**src/rtl/fpu_decode_issue_if.sv**
```systemverilog
// Handshake bundle between the core, the decode/issue stage and the FPU
// execute unit.
//   core -> stage : insn_valid, insn, rs1/rs2/rs3_data, frm, flush
//   stage -> core : insn_ready, illegal_valid, illegal_insn
//   stage -> exec : op_valid, op_code, op_rm, op_a, op_b, op_c, op_rd
//   exec -> stage : op_ready
// The slave modport is the decode/issue stage; master is its environment.
interface fpu_decode_issue_if #(
   parameter int OPC_W = 4
) ();
   logic             flush;
   logic             insn_valid;
   logic             insn_ready;
   logic [31:0]      insn;
   logic [31:0]      rs1_data;
   logic [31:0]      rs2_data;
   logic [31:0]      rs3_data;
   logic [2:0]       frm;
   logic             op_valid;
   logic             op_ready;
   logic [OPC_W-1:0] op_code;
   logic [2:0]       op_rm;
   logic [15:0]      op_a;
   logic [15:0]      op_b;
   logic [15:0]      op_c;
   logic [4:0]       op_rd;
   logic             illegal_valid;
   logic [31:0]      illegal_insn;

   modport slave (
      input  flush, insn_valid, insn, rs1_data, rs2_data, rs3_data, frm, op_ready,
      output insn_ready, op_valid, op_code, op_rm, op_a, op_b, op_c, op_rd,
             illegal_valid, illegal_insn
   );

   modport master (
      output flush, insn_valid, insn, rs1_data, rs2_data, rs3_data, frm, op_ready,
      input  insn_ready, op_valid, op_code, op_rm, op_a, op_b, op_c, op_rd,
             illegal_valid, illegal_insn
   );
endinterface

```
**src/rtl/fpu_decode_issue.sv**
```systemverilog
// Decode and issue stage for the half-precision (Zhinx) FPU.
// Accepts RV32 instruction words plus integer operands, decodes them into an
// FPU op code with a resolved rounding mode, and buffers legal ops in a small
// circular issue queue. Illegal words consume the handshake and raise a
// one-cycle illegal_valid pulse with the word captured in illegal_insn.
// Ports:
//   CLK  - clock, rising edge
//   rst  - synchronous active-high reset (priority over flush)
//   bus  - fpu_decode_issue_if.slave (core and execute handshakes, flush)
module fpu_decode_issue #(
   parameter int DEPTH = 2,
   parameter int OPC_W = 4
) (
   input logic               CLK,
   input logic               rst,
   fpu_decode_issue_if.slave bus
);
   localparam int PTR_W = (DEPTH > 1) ? $clog2(DEPTH) : 1;
   localparam int CNT_W = $clog2(DEPTH) + 1;

   typedef enum logic [OPC_W-1:0] {
      OP_ADD = 0, OP_SUB = 1, OP_MUL = 2, OP_DIV = 3, OP_MIN = 4, OP_MAX = 5,
      OP_SQRT = 6, OP_SGNJ = 7, OP_COMP = 8, OP_CLASS = 9, OP_MADD = 10,
      OP_MSUB = 11, OP_NMADD = 12, OP_NMSUB = 13
   } fpu_op_e;

   typedef struct packed {
      logic [OPC_W-1:0] code;
      logic [2:0]       rm;
      logic [15:0]      a;
      logic [15:0]      b;
      logic [15:0]      c;
      logic [4:0]       rd;
   } entry_t;

   entry_t           mem_q [DEPTH];
   entry_t           mem_d [DEPTH];
   logic [PTR_W-1:0] wr_ptr_q, wr_ptr_d, rd_ptr_q, rd_ptr_d;
   logic [CNT_W-1:0] count_q, count_d;
   logic             insn_ready_q, insn_ready_d;
   logic             illegal_valid_q, illegal_valid_d;
   logic [31:0]      illegal_insn_q, illegal_insn_d;

   logic [4:0] funct5, rs2, rd;
   logic [1:0] fmt;
   logic [2:0] rm;
   logic [6:0] opcode;
   logic       fmt_ok, dec_legal, dec_arith, dec_fused;
   fpu_op_e    dec_op;
   logic [2:0] dec_rm;
   logic       push, pop, push_ok;

   // Upper operand halves are not used by half-precision ops.
   logic unused_bits;
   assign unused_bits = ^{bus.rs1_data[31:16], bus.rs2_data[31:16], bus.rs3_data[31:16]};

   assign funct5 = bus.insn[31:27];
   assign fmt    = bus.insn[26:25];
   assign rs2    = bus.insn[24:20];
   assign rm     = bus.insn[14:12];
   assign rd     = bus.insn[11:7];
   assign opcode = bus.insn[6:0];
   assign fmt_ok = (fmt == 2'b10);

   always_comb begin
      dec_legal = 1'b0;
      dec_arith = 1'b0;
      dec_fused = 1'b0;
      dec_op    = OP_ADD;
      dec_rm    = rm;
      case (opcode)
         7'b1010011: if (fmt_ok) begin
            case (funct5)
               5'b00000: begin dec_op = OP_ADD; dec_legal = 1'b1; dec_arith = 1'b1; end
               5'b00001: begin dec_op = OP_SUB; dec_legal = 1'b1; dec_arith = 1'b1; end
               5'b00010: begin dec_op = OP_MUL; dec_legal = 1'b1; dec_arith = 1'b1; end
               5'b00011: begin dec_op = OP_DIV; dec_legal = 1'b1; dec_arith = 1'b1; end
               5'b01011: begin dec_op = OP_SQRT; dec_legal = (rs2 == 5'd0); dec_arith = 1'b1; end
               5'b00101: begin
                  dec_op    = (rm == 3'b001) ? OP_MAX : OP_MIN;
                  dec_legal = (rm == 3'b000) || (rm == 3'b001);
               end
               5'b00100: begin dec_op = OP_SGNJ; dec_legal = (rm <= 3'b010); end
               5'b10100: begin dec_op = OP_COMP; dec_legal = (rm <= 3'b010); end
               5'b11100: begin dec_op = OP_CLASS; dec_legal = (rs2 == 5'd0) && (rm == 3'b001); end
               default: ;
            endcase
         end
         7'b1000011: begin dec_op = OP_MADD;  dec_legal = fmt_ok; dec_arith = 1'b1; dec_fused = 1'b1; end
         7'b1000111: begin dec_op = OP_MSUB;  dec_legal = fmt_ok; dec_arith = 1'b1; dec_fused = 1'b1; end
         7'b1001111: begin dec_op = OP_NMADD; dec_legal = fmt_ok; dec_arith = 1'b1; dec_fused = 1'b1; end
         7'b1001011: begin dec_op = OP_NMSUB; dec_legal = fmt_ok; dec_arith = 1'b1; dec_fused = 1'b1; end
         default: ;
      endcase
      // Arithmetic ops resolve DYN against frm; reserved modes are illegal.
      if (dec_arith) begin
         if (rm == 3'b101 || rm == 3'b110) begin
            dec_legal = 1'b0;
         end else if (rm == 3'b111) begin
            dec_rm = bus.frm;
            if (bus.frm >= 3'b101) dec_legal = 1'b0;
         end
      end
   end

   assign push    = bus.insn_valid && insn_ready_q;
   assign pop     = (count_q != '0) && bus.op_ready;
   assign push_ok = push && dec_legal;

   always_comb begin
      mem_d           = mem_q;
      wr_ptr_d        = wr_ptr_q;
      rd_ptr_d        = rd_ptr_q;
      count_d         = count_q;
      illegal_valid_d = 1'b0;
      illegal_insn_d  = illegal_insn_q;
      if (bus.flush) begin
         wr_ptr_d = '0;
         rd_ptr_d = '0;
         count_d  = '0;
      end else begin
         if (push_ok) begin
            mem_d[wr_ptr_q].code = dec_op;
            mem_d[wr_ptr_q].rm   = dec_rm;
            mem_d[wr_ptr_q].a    = bus.rs1_data[15:0];
            mem_d[wr_ptr_q].b    = bus.rs2_data[15:0];
            mem_d[wr_ptr_q].c    = dec_fused ? bus.rs3_data[15:0] : 16'h0000;
            mem_d[wr_ptr_q].rd   = rd;
            wr_ptr_d             = wr_ptr_q + PTR_W'(1);
         end else if (push) begin
            illegal_valid_d = 1'b1;
            illegal_insn_d  = bus.insn;
         end
         if (pop) rd_ptr_d = rd_ptr_q + PTR_W'(1);
         case ({push_ok, pop})
            2'b10:   count_d = count_q + CNT_W'(1);
            2'b01:   count_d = count_q - CNT_W'(1);
            default: count_d = count_q;
         endcase
      end
      insn_ready_d = (count_d != CNT_W'(DEPTH));
   end

   always_ff @(posedge CLK) begin
      if (rst) begin
         for (int unsigned i = 0; i < DEPTH; i++) mem_q[i] <= '0;
         wr_ptr_q        <= '0;
         rd_ptr_q        <= '0;
         count_q         <= '0;
         insn_ready_q    <= 1'b1;
         illegal_valid_q <= 1'b0;
         illegal_insn_q  <= '0;
      end else begin
         mem_q           <= mem_d;
         wr_ptr_q        <= wr_ptr_d;
         rd_ptr_q        <= rd_ptr_d;
         count_q         <= count_d;
         insn_ready_q    <= insn_ready_d;
         illegal_valid_q <= illegal_valid_d;
         illegal_insn_q  <= illegal_insn_d;
      end
   end

   assign bus.insn_ready    = insn_ready_q;
   assign bus.illegal_valid = illegal_valid_q;
   assign bus.illegal_insn  = illegal_insn_q;
   assign bus.op_valid      = (count_q != '0);
   assign bus.op_code       = mem_q[rd_ptr_q].code;
   assign bus.op_rm         = mem_q[rd_ptr_q].rm;
   assign bus.op_a          = mem_q[rd_ptr_q].a;
   assign bus.op_b          = mem_q[rd_ptr_q].b;
   assign bus.op_c          = mem_q[rd_ptr_q].c;
   assign bus.op_rd         = mem_q[rd_ptr_q].rd;
endmodule

```
**src/flat_wrapper.sv**
```systemverilog
// flat-port wrapper written by rule: the top's interface ports become plain ports
module fpu_decode_issue_flat 
#(
   parameter int DEPTH = 2,
   parameter int OPC_W = 4
)
  (CLK, rst, bus_flush, bus_insn_valid, bus_insn, bus_rs1_data, bus_rs2_data, bus_rs3_data, bus_frm, bus_op_ready, bus_insn_ready, bus_op_valid, bus_op_code, bus_op_rm, bus_op_a, bus_op_b, bus_op_c, bus_op_rd, bus_illegal_valid, bus_illegal_insn);
  fpu_decode_issue_if #(.OPC_W(OPC_W)) bus_i ();
  input logic CLK;
  input logic rst;
  input wire logic [$bits(bus_i.flush)-1:0] bus_flush;
  input wire logic [$bits(bus_i.insn_valid)-1:0] bus_insn_valid;
  input wire logic [$bits(bus_i.insn)-1:0] bus_insn;
  input wire logic [$bits(bus_i.rs1_data)-1:0] bus_rs1_data;
  input wire logic [$bits(bus_i.rs2_data)-1:0] bus_rs2_data;
  input wire logic [$bits(bus_i.rs3_data)-1:0] bus_rs3_data;
  input wire logic [$bits(bus_i.frm)-1:0] bus_frm;
  input wire logic [$bits(bus_i.op_ready)-1:0] bus_op_ready;
  output wire logic [$bits(bus_i.insn_ready)-1:0] bus_insn_ready;
  output wire logic [$bits(bus_i.op_valid)-1:0] bus_op_valid;
  output wire logic [$bits(bus_i.op_code)-1:0] bus_op_code;
  output wire logic [$bits(bus_i.op_rm)-1:0] bus_op_rm;
  output wire logic [$bits(bus_i.op_a)-1:0] bus_op_a;
  output wire logic [$bits(bus_i.op_b)-1:0] bus_op_b;
  output wire logic [$bits(bus_i.op_c)-1:0] bus_op_c;
  output wire logic [$bits(bus_i.op_rd)-1:0] bus_op_rd;
  output wire logic [$bits(bus_i.illegal_valid)-1:0] bus_illegal_valid;
  output wire logic [$bits(bus_i.illegal_insn)-1:0] bus_illegal_insn;
  assign bus_i.flush = bus_flush;
  assign bus_i.insn_valid = bus_insn_valid;
  assign bus_i.insn = bus_insn;
  assign bus_i.rs1_data = bus_rs1_data;
  assign bus_i.rs2_data = bus_rs2_data;
  assign bus_i.rs3_data = bus_rs3_data;
  assign bus_i.frm = bus_frm;
  assign bus_i.op_ready = bus_op_ready;
  assign bus_insn_ready = bus_i.insn_ready;
  assign bus_op_valid = bus_i.op_valid;
  assign bus_op_code = bus_i.op_code;
  assign bus_op_rm = bus_i.op_rm;
  assign bus_op_a = bus_i.op_a;
  assign bus_op_b = bus_i.op_b;
  assign bus_op_c = bus_i.op_c;
  assign bus_op_rd = bus_i.op_rd;
  assign bus_illegal_valid = bus_i.illegal_valid;
  assign bus_illegal_insn = bus_i.illegal_insn;
  fpu_decode_issue #(.DEPTH(DEPTH), .OPC_W(OPC_W)) u_core (.CLK(CLK), .rst(rst), .bus(bus_i));
endmodule
```
**config.mk**
```make
export PLATFORM = sky130hd
export DESIGN_NAME = fpu_decode_issue_flat
export DESIGN_NICKNAME = d
export VERILOG_FILES = /design/src/rtl/fpu_decode_issue_if.sv /design/src/rtl/fpu_decode_issue.sv /design/src/flat_wrapper.sv
export SDC_FILE = /design/constraint.sdc
export NUM_CORES = 1
export LEC_CHECK = 0
export CAP_MARGIN = 20
export CORE_UTILIZATION = 49
export DETAILED_ROUTE_END_ITERATION = 10
export PLACE_DENSITY = 0.85
export SLEW_MARGIN = 0
export SYNTH_ARGS = -nofsm -noshare
export SYNTH_HDL_FRONTEND = slang
export SYNTH_SLANG_ARGS = --single-unit
```
**constraint.sdc**
```tcl
create_clock -name CLK -period 5.3 [get_ports CLK]
set_clock_uncertainty 0.1 [all_clocks]
set_input_delay 1.59 -clock CLK [delete_from_list [all_inputs] [get_ports CLK]]
set_output_delay 1.59 -clock CLK [all_outputs]
set_load 0.01 [all_outputs]
```
# Word level (Yosys, flattened, before mapping)
# Cells that the tools add are included.
# totals
word_cells	114
n_memories	0
latch_bits	0
out_inout_bits	95
regBits	158
romBits	0
input_bits	136
ramBits	0
# op_classes
mul	0
muxes	43
n_addsub	4
n_lt_le_gt_ge	5
div_mod_pow	0
shift	0
bitwise	4
eq_ne	21
reduce_logical	19
# ops
cell	count
120-bit bitwise mux	6
60-bit demux with 1-bit select	6
60-bit two-way mux	4
56-bit two-way mux	1
53-bit two-way mux	1
37-bit two-way mux	1
7-bit == test, second input constant	5
4-bit one-hot mux with 8 select lines	1
21-bit two-way mux	1
4-bit one-hot mux with 5 select lines	1
16-bit two-way mux	1
5-bit by 2-bit == test with 1-bit output, second input constant	2
5-bit by 3-bit == test with 1-bit output, second input constant	2
5-bit == test, second input constant	2
5-bit zero test	2
1-bit two-way mux	10
3-bit == test, second input constant	3
3-bit two-way mux	3
4-bit OR reduction	2
5-bit by 1-bit == test with 1-bit output, second input constant	1
5-bit by 4-bit == test with 1-bit output, second input constant	1
1-bit logical AND	5
5-bit two-way mux	1
1-bit one-hot mux with 5 select lines	1
other kinds (25)	33

# Depth between registers and ports, before layout
# depth
depth_word	14
ltp_mapped	12
ltp_nobuf	11

# Worst setup path before layout
# Ideal clock, no wire load.
# synth_path
path_kind	in2reg
start	in bus_insn[14]
end	reg u_core.insn_ready_q, in the netlist u_core.bus.insn_ready
required_ps	5077
setup_slack_ps	1512
setup_ps	123
path_buffers	1
t_arrival_ps	3566
path_stages	11
path_cell_list	buf_2 > or3b_2 > o32a_1 > nor4_4 > or2_2 > nand2_1 > ha_1 > nor2_1 > xnor2_1 > nor3_1 > nand2_1
# synth_via
elab_chain_len	14
elab_cells_between_ends	22
classes_between	order compare (1); eq/ne (7); mux (9); reduce/logical (5)
# synth_lines
item	line_no	source
start, declared	flat_wrapper.sv:13	input wire logic [$bits(bus_i.insn)-1:0] bus_insn;
branches (longest 8 deep; another with 3-bit by 2-bit <= comparator with 1-bit output)	n/a	
1-bit two-way mux *	fpu_decode_issue.sv:96	if (dec_arith) begin
1-bit logical AND *	fpu_decode_issue.sv:108	assign push_ok = push && dec_legal;
2-bit by 1-bit == test with 1-bit output or 2-bit == test (tied branches)	fpu_decode_issue.sv:135	case ({push_ok, pop})
2-bit one-hot mux with 2 select lines *	fpu_decode_issue.sv:135	
2-bit two-way mux *	fpu_decode_issue.sv:117	if (bus.flush) begin
2-bit != test *	fpu_decode_issue.sv:141	insn_ready_d = (count_d != CNT_W'(DEPTH));
end signal, assigned	fpu_decode_issue.sv:158	insn_ready_q <= insn_ready_d;
end, declared	fpu_decode_issue.sv:40	logic insn_ready_q, insn_ready_d;
# Mark *: on every way between the ends.
# A chain may end at the register's enable or synchronous reset.

# Worst setup path after layout
# layout_path
start	reg u_core.rd_ptr_q
end	out bus_op_rm[2]
# layout_via
elab_chain_len	4
# layout_lines
item	line_no	source
start, declared	fpu_decode_issue.sv:38	logic [PTR_W-1:0] wr_ptr_q, wr_ptr_d, rd_ptr_q, rd_ptr_d;
start signal, assigned	fpu_decode_issue.sv:156	rd_ptr_q <= rd_ptr_d;
1-bit NOT with 2-bit output (not written as such)	fpu_decode_issue.sv:169	assign bus.op_rm = mem_q[rd_ptr_q].rm;
60-bit two-way mux (3 in a row)	n/a	
end, declared	flat_wrapper.sv:22	output wire logic [$bits(bus_i.op_rm)-1:0] bus_op_rm;
# Every way passes these cells. The select of a mux whose other input is x is not followed.

==> out/results.tsv <==
metric	value	unit
final setup fails	0	
post-synth cell types	51	
Synth Register Bits	158	
leakage power	3.40	nW
Setup CP Type	flop to primary output	
xor and xnor area share after synthesis	0.770	%
vias per cell	5.38	
Routed WL per cell	15.2	um
commonest non-fill, non-tap cell in the layout	clkdlybuf4s50_1	
HPWL Detailed	10800	um
Max stage delay on crit path	0.89	ns
Reg area	3160	um^2
Worst-path clk slew	0.06	ns
via count	5897	
I/O Pins	231	
DR pass1 iterations	4	
clock buffer depth	2	
CP Buf/Inv Count	2	
slew margin rel.	41.3	%
peak supply drop	0.228	mV
Fillers	1034	
Mean Syn Cell Area	8.98	um^2
DR iter-0 viols	408	
Synth Area in Simple Gates	19.8	%
GRT Resource Usage Total	23.8	%
max cap viols	0	
syn nets	897	
CP cell instances	buf_12 > mux2_2 > clkdlybuf4s50_1	
Post-Synth Adder-Cell Area	0.183	%
Synth Cell Area	6820	um^2
commonest cells after routing, fill and taps aside	clkdlybuf4s50_1 (182), dfxtp_1 (157), nand2_1 (124), nand3_1 (121), o21ai_0 (101)	
final hold viol count	0	
worst setup margin	1.09	ns
RSZ-0062 raised after global routing	false	
post-synthesis cell count	760	
crit path launch type	flop	
Primary FF master, synth	dfxtp_1	
n_diodes	0	
cell family with most CP delay	flip-flops	
Synth Area in Compound Gates	13.3	%
mux cell area share after synthesis	14.6	%
largest net degree at the start of global routing	113	
Area Overhead vs Synth	36.9	%
Final Slew Violations	0	
slowest stage cell on the critical path	dfxtp_2	
CTS tree	done	
Skew-Pair Late Insertion Delay	0.42	ns
CP Capture Type	primary output	
layout cells sized above 1	15.0	%
final wirelength	16600	um
DP Worst Slack	0.676	ns
cts repair resizes	0	
FFs w/ async S/R, synth	0	%
Die Y	120	um
final worst-path cycle share	79.5	%
first-pass GRT wire length	27400	um
Seq/Total Area, Yosys	46.4	%
port buffer count	182	
Core ar.	13400	um^2
Total Neg Setup Slack	0	ns
synthesis warning total	0	
H-Tree Depth	4	
DIE AREA	14400	um^2
Post-DP Area	8690	um^2
Hold-fix buffers, CTS	0	
nets	1044	
gr ovfl total	0	
TritonCTS buffer count	17	
CP Data Required Time	3.61	ns
CTS sink cnt	158	
effective utilization at floorplan	50.9	%
Worst-Margin Slew	0.881	ns
Die Wd	120	um
status	completed	
CP Data Arrival Time	2.52	ns
Min Hold Slack	0.359	ns
P per Cell Area	293	nW/um^2
Post-CTS Setup Inserts	0	
clk root buf	clkbuf_16	
Hold Path Class	flop to flop	
crit path max fanout	31	
Tmin final	4.21	ns
vias in the first global route	5729	
largest family of logic cells by synthesized area	simple AND/OR/NAND/NOR gates	
fin area	9340	um^2
Placer Congestion	0.894	
Detail Route Antenna Nets	0	
Post-synth EDFFs	0	
antenna violations before repair	0	
Multi-input gate area	3330	um^2
num rows	42	
DRC viols	0	
achievable frequency	237	MHz
registers in the layout, summed over array words and instances (netlist names):
signal	count
u_core.rd_ptr_q	1
u_core.bus.insn_ready	1
u_core.count_q	2
u_core.wr_ptr_q	1
u_core.bus.illegal_insn	32
u_core.bus.illegal_valid	1
u_core.mem_q	120
synthesized netlist by cell type, drive strengths merged, types with 2 or more instances:
cell	number	area [um^2]
a21oi	5	25.0
a31o	2	17.5
a31oi	3	25.0
and2	2	13.8
and3	2	12.5
and4b	2	20.0
buf	25	175
clkbuf	40	150
dfxtp	158	3160
inv	5	18.8
mux2	60	676
mux2i	32	320
nand2	124	465
nand3	121	606
nand4	2	12.5
nand4b	2	17.5
nor2	9	33.8
nor2b	2	12.5
nor3	6	30.0
nor3b	2	20.0
o211ai	2	15.0
o21ai	123	694
o311ai	4	35.0
o31ai	2	15.0
o32ai	2	17.5
or2	4	25.0
or4	2	18.8
xnor2	4	35.0
xor2	2	17.5
path summary, 6_finish.rpt:
path / cells past startpoint / from / end / slack, ns
worst max-delay path: 3 / u_core.rd_ptr_q / bus_op_rm[2] / 1.09
worst min-delay path: 2 / u_core.bus.illegal_insn[1] / u_core.bus.illegal_insn[1] / 0.36
worst max register to register: 10 / u_core.bus.insn_ready / u_core.bus.insn_ready / 3.10
worst min register to register: 2 / u_core.bus.illegal_insn[1] / u_core.bus.illegal_insn[1] / 0.36
cell families (layout without fill, tap and decap cells):
group                    after synthesis  in the layout
AND/OR/NAND/NOR                      285            285
flip-flops                           158            158
AO/OA/AOI/OAI                        148            148
multiplexers                          92             92
buffers and inverters                 70            230
XOR/XNOR                               6              6
adder cells (fa/ha/maj)                1              1
worst register-to-register path: stages (launching register included):
cell and delay (ns):
dfxtp_1 0.35, and4b_1 0.23, nand3_1 0.15, a31oi_1 0.34, nand2_1 0.10, ha_1 0.22, xnor2_1 0.14, nor2_1 0.07
xnor2_1 0.12, nor3_1 0.20, nand2_1 0.08
where the power goes:
group	total, W	switching, W	internal [W]	leakage [nW]
combinational	0.000198	0.0000922	0.000105	1.82
clock	0.00133	0.000469	0.000859	0.303
sequential	0.00121	0.00000644	0.00120	1.28
per-stage QoR:
stage / total power [W] / cells / util [%]
floorplan: 0.00132 / 760 / -
global placement: 0.00143 / 1064 / 64.9
detailed placement: 0.00143 / 1064 / 64.9
CTS: 0.00275 / 1096 / 69.7
global route: 0.00282 / 1096 / 69.7
finish: 0.00273 / 1096 / 69.7
final cells by class:
| type | count | share of cell area, % |
|---|---|---|
| multi-input cells | 532 | 35.6 |
| clock buffers | 22 | 4.97 |
| inverters | 5 | 0.255 |
| repair buffers | 193 | 20.9 |
| well taps | 176 | 2.36 |
| clock inverters | 10 | 1.98 |
| flip-flops and latches | 158 | 33.9 |
metal layers:
| layer | global-route usage, % | share of wire [%] |
|---|---|---|
| met5 | 0 | 0 |
| met4 | 10.0 | 1.7 |
| met3 | 5.80 | 5.3 |
| met2 | 39.4 | 48 |
| met1 | 29.3 | 45 |
Note: power is estimated with default switching activity, not from simulation.
